### config.mk
export PLATFORM = sky130hd
export DESIGN_NAME = apb_slave
export DESIGN_NICKNAME = d
export VERILOG_FILES = /design/src/rtl/apb_slave.sv
export SDC_FILE = /design/constraint.sdc
export NUM_CORES = 1
export LEC_CHECK = 0
export CAP_MARGIN = 40
export CORE_MARGIN = 2
export CORE_UTILIZATION = 35
export CTS_CLUSTER_DIAMETER = 100
export DETAILED_ROUTE_END_ITERATION = 12
export SYNTH_ARGS = -nofsm -noshare
export SYNTH_HDL_FRONTEND = slang
export SYNTH_SLANG_ARGS = --single-unit
### constraint.sdc
create_clock -name pclk -period 2.05 [get_ports pclk]
set_input_delay 0.205 -clock pclk [delete_from_list [all_inputs] [get_ports pclk]]
set_output_delay 0.205 -clock pclk [all_outputs]
set_load 0.02 [all_outputs]
### src/rtl/apb_slave.sv
// APB3 completer with four 32-bit storage registers in a 16-byte window at BASE_ADDR.
// Every access completes with exactly one wait state. An address outside the window, or
// one that is not word-aligned, completes with pslverr set and leaves the registers alone.
module apb_slave #(
  parameter logic [31:0] BASE_ADDR = 32'h7000_0000
) (
  input  logic        pclk,
  input  logic        presetn,
  input  logic        psel,
  input  logic        penable,
  input  logic        pwrite,
  input  logic [31:0] paddr,
  input  logic [31:0] pwdata,
  output logic [31:0] prdata,
  output logic        pready,
  output logic        pslverr
);

  typedef enum logic {
    IDLE = 1'b0,
    ACK  = 1'b1
  } state_t;

  state_t      state_q, state_d;
  logic [31:0] regs_q [4];
  logic [31:0] regs_d [4];
  logic [31:0] prdata_q, prdata_d;
  logic        pready_q, pready_d;
  logic        pslverr_q, pslverr_d;

  logic        access;
  logic        hit;
  logic [1:0]  index;

  assign access = psel & penable;
  assign hit    = (paddr[31:4] == BASE_ADDR[31:4]) && (paddr[1:0] == 2'b00);
  assign index  = paddr[3:2];

  // Next-state logic: the access is performed only on the IDLE->ACK edge, so holding
  // penable in ACK cannot repeat a write or change the returned data.
  always_comb begin
    state_d   = state_q;
    regs_d    = regs_q;
    prdata_d  = prdata_q;
    pready_d  = pready_q;
    pslverr_d = pslverr_q;
    case (state_q)
      IDLE: begin
        if (access) begin
          state_d  = ACK;
          pready_d = 1'b1;
          if (hit) begin
            pslverr_d = 1'b0;
            if (pwrite) begin
              regs_d[index] = pwdata;
            end else begin
              prdata_d = regs_q[index];
            end
          end else begin
            prdata_d  = 32'h0;
            pslverr_d = 1'b1;
          end
        end
      end
      ACK: begin
        if (!access) begin
          state_d   = IDLE;
          pready_d  = 1'b0;
          pslverr_d = 1'b0;
        end
      end
      default: begin
        state_d   = IDLE;
        pready_d  = 1'b0;
        pslverr_d = 1'b0;
      end
    endcase
  end

  // State and register update; reset abandons any transfer in flight without writing.
  always_ff @(posedge pclk) begin
    if (!presetn) begin
      state_q   <= IDLE;
      regs_q[0] <= 32'h0;
      regs_q[1] <= 32'h0;
      regs_q[2] <= 32'h0;
      regs_q[3] <= 32'h0;
      prdata_q  <= 32'h0;
      pready_q  <= 1'b0;
      pslverr_q <= 1'b0;
    end else begin
      state_q   <= state_d;
      regs_q    <= regs_d;
      prdata_q  <= prdata_d;
      pready_q  <= pready_d;
      pslverr_q <= pslverr_d;
    end
  end

  assign prdata  = prdata_q;
  assign pready  = pready_q;
  assign pslverr = pslverr_q;

endmodule

==> impl_metrics.py <==
metrics = {
    "status": {
        "status": "finished clean",
    },
    "cts": {
        "cts_resized": 0,
        "cts_sinks": 163,
        "insertion_delay_ns": 0.43,
        "hold_buffers": 0,
        "cts-root-buf": "clkbuf_16",
        "tritoncts": "built",
        "cts_setup_buffers": 0,
        "htree_levels": 4,
        "clk_pin_slew_ns": 0.06,
        "cts_buffer_depth": 2,
        "cts-buffers-inserted": 17,
    },
    "setup_path": {
        "crit_path_end_kind": "flip-flop",
        "critPathMaxFanout": 16,
        "critical_path.max_stage_delay_ns": 0.52,
        "path_cells": "clkdlybuf4s50_1, nor4_1, and4_2, buf_4, nand4_1, o22ai_1",
        "reg2reg_to": "regs_q[8]",
        "worstPathArrival_ns": 2.05,
        "r2r_slack_ns": 0.50,
        "crit_type": "in -> reg",
        "critPathRequiredTime_ns": 2.39,
        "rr_worst_depth": 4,
        "slowest_stage": "and4_2",
        "crit-reg2reg-launch": "state_q",
        "cp-start-kind": "input port",
    },
    "pwr": {
        "peakVddDrop_uv": 542,
        "switching_share_pct": 21.1,
        "powerDensity_nw_per_um2": 761,
        "combPwrFrac_pct": 5.9,
        "p_int_mw": 5.40,
        "power.switching_mw": 1.45,
        "pwr-share-clk_pct": 47.8,
        "seqPwrFrac_pct": 46.4,
        "p_leak_nw": 4.01,
    },
    "job": {
        "drv_cap": 0,
    },
    "logic_synthesis": {
        "syn-num-nets": 737,
        "syn_avg_cell_area_um2": 10.4,
        "yosys_warnings": 0,
        "syn_area_um2": 6970,
        "synth-seq-area-share_pct": 46.8,
        "syn_inst": 668,
        "ys_ff_latch": 163,
        "ys_types": 25,
    },
    "final_layout": {
        "layout_commonest_cell": "nand2_1",
        "layout_common_cells": "nand2_1 (195), dfxtp_1 (163), mux2i_1 (128)",
        "nFillCells": 1810,
        "final_util_pct": 46.0,
        "areaGrowthSynthToFinish_pct": 28.9,
        "instances_no_fill": 1034,
        "finish.instance_area_um2": 8990,
        "fin_nets": 826,
        "post_route_cells_drive_above_1_share_pct": 13.0,
        "diodes": 0,
    },
    "detailed_routing": {
        "totalWireLength_um": 17500,
        "via_per_inst": 5.10,
        "wl_per_cell_um": 17.0,
        "drc_errors": 0,
        "dr.first_iter.drc_count": 270,
        "antenna_left": 0,
        "drt-pass1-iter-count": 5,
        "vias": 5272,
    },
    "place": {
        "port-buffer-count": 102,
        "gp_congestion": 0.778,
        "place_inst": 1003,
        "place_area_um2": 8370,
        "place_hpwl_um": 11600,
    },
    "timing": {
        "min_period_over_period_pct": 83.6,
        "final_max_slew_viol_count": 0,
        "slew_headroom_pct": 62.8,
        "worst_hold_slack_ns": 0.0950,
        "max_freq_mhz": 584,
        "rsz0062_at_grt": "no",
        "worstMarginPinSlew_ns": 0.557,
        "final_hold_viol_count": 0,
        "fin_setup_tns_ns": 0,
        "setup_viol": 0,
        "period_minus_slack_ns": 1.71,
        "fin_skew_ns": 0.00806,
    },
    "min_path": {
        "hold_path_class": "in -> reg",
        "whs_path_depth": 3,
        "worstHoldStart": "presetn",
        "hold_end": "regs_q[101]",
    },
    "grt": {
        "grt_max_degree": 99,
        "antenna_found_initial": 0,
        "grt_usage_pct": 16.8,
        "grt_pass1_vias": 5380,
        "overflow": 0,
        "grt_pass1_wl_um": 28300,
    },
    "floorplanning": {
        "fp.dieH_um": 145,
        "initial_core_util_pct": 35.7,
        "boundaryPins": 103,
        "die_width_um": 145,
        "coreArea_um2": 19500,
        "rows": 51,
        "die-area_um2": 21100,
    },
}
[stage by stage]
stage	setup slack [ns]	power, mW
2_1_floorplan	0.566	3.43
3_3_place_gp	-0.0230	3.64
3_5_place_dp	-0.0728	3.65
4_1_cts	0.357	6.92
5_1_grt	0.284	7.08
6_report	0.337	6.84
[kinds of logic (layout without fill, tap and decap cells)]
family | count (synthesis) | after routing | synth area share, %
AO/OA/AOI/OAI | 35 | 35 | 3.19
buffers and inverters | 59 | 160 | 4.88
flip-flops | 163 | 163 | 46.8
multiplexers | 160 | 160 | 28.7
AND/OR/NAND/NOR | 251 | 251 | 16.4
[cell usage after synthesis (all sizes together)]
| cell | number | share of area, % |
|---|---|---|
| and3b | 1 | 0.13 |
| nand2 | 195 | 10 |
| and3 | 2 | 0.18 |
| nor3b | 1 | 0.11 |
| nor4b | 1 | 0.13 |
| nand4 | 36 | 4.1 |
| buf | 31 | 3.4 |
| nor4bb | 1 | 0.14 |
| a21oi | 1 | 0.072 |
| o22ai | 32 | 2.9 |
| and4 | 2 | 0.25 |
| clkinv | 1 | 0.054 |
| nor4 | 5 | 0.45 |
| clkbuf | 27 | 1.5 |
| nor3 | 1 | 0.072 |
| a311oi | 1 | 0.13 |
| a2111oi | 1 | 0.13 |
| nor2 | 6 | 0.36 |
| mux4 | 32 | 10 |
| dfxtp | 163 | 47 |
| mux2i | 128 | 18 |
[worst max path at each step]
stage	startpoint	end	slack [ns]	depth (start not counted)
floorplan	paddr[3]	prdata[23]	0.57	5
global placement	paddr[28]	regs_q[110]	-0.02	6
detailed placement	paddr[28]	regs_q[8]	-0.07	6
CTS	paddr[28]	regs_q[8]	0.36	6
global route	paddr[9]	prdata[23]	0.28	6
finish	paddr[9]	prdata[19]	0.34	6
[worst max-delay path: cells and delay by family]
family	cells	cell delay (ns)
buffers and inverters	2	0.74
and+or+nand+nor	3	0.90
AOI/OAI and AO/OA	1	0.19
[final cells by class]
type,instances,area [µm²],area share [%]
clock buffers,22,484,5.39
clock inverters,9,128,1.42
inverters,1,3.75,0.0418
multi-input cells,446,3390,37.8
flip-flops and latches,163,3260,36.3
well taps,265,332,3.69
repair buffers,128,1380,15.4
[power groups by stage]
stage	logic, mW	clock network (mW)	registers [mW]
floorplan	0.181	0	3.25
global placement	0.398	0	3.24
detailed placement	0.403	0	3.24
CTS	0.405	3.34	3.17
global route	0.434	3.47	3.17
finish	0.401	3.27	3.17
[per-layer routing]
layer | up-vias | global-route usage [%] | wire [µm]
li1 | 2561 | - | -
met1 | 2556 | 22.4 | 8150
met2 | 142 | 27.0 | 8280
met3 | 13 | 4.59 | 964
met4 | 0 | 4.61 | 148
met5 | - | 0 | 0
[state kept, by name (all words and copies together) (netlist names)]
name     cells
state_q      1
pready       1
regs_q     128
prdata      32
pslverr      1
(Power assumes the default switching activity.)
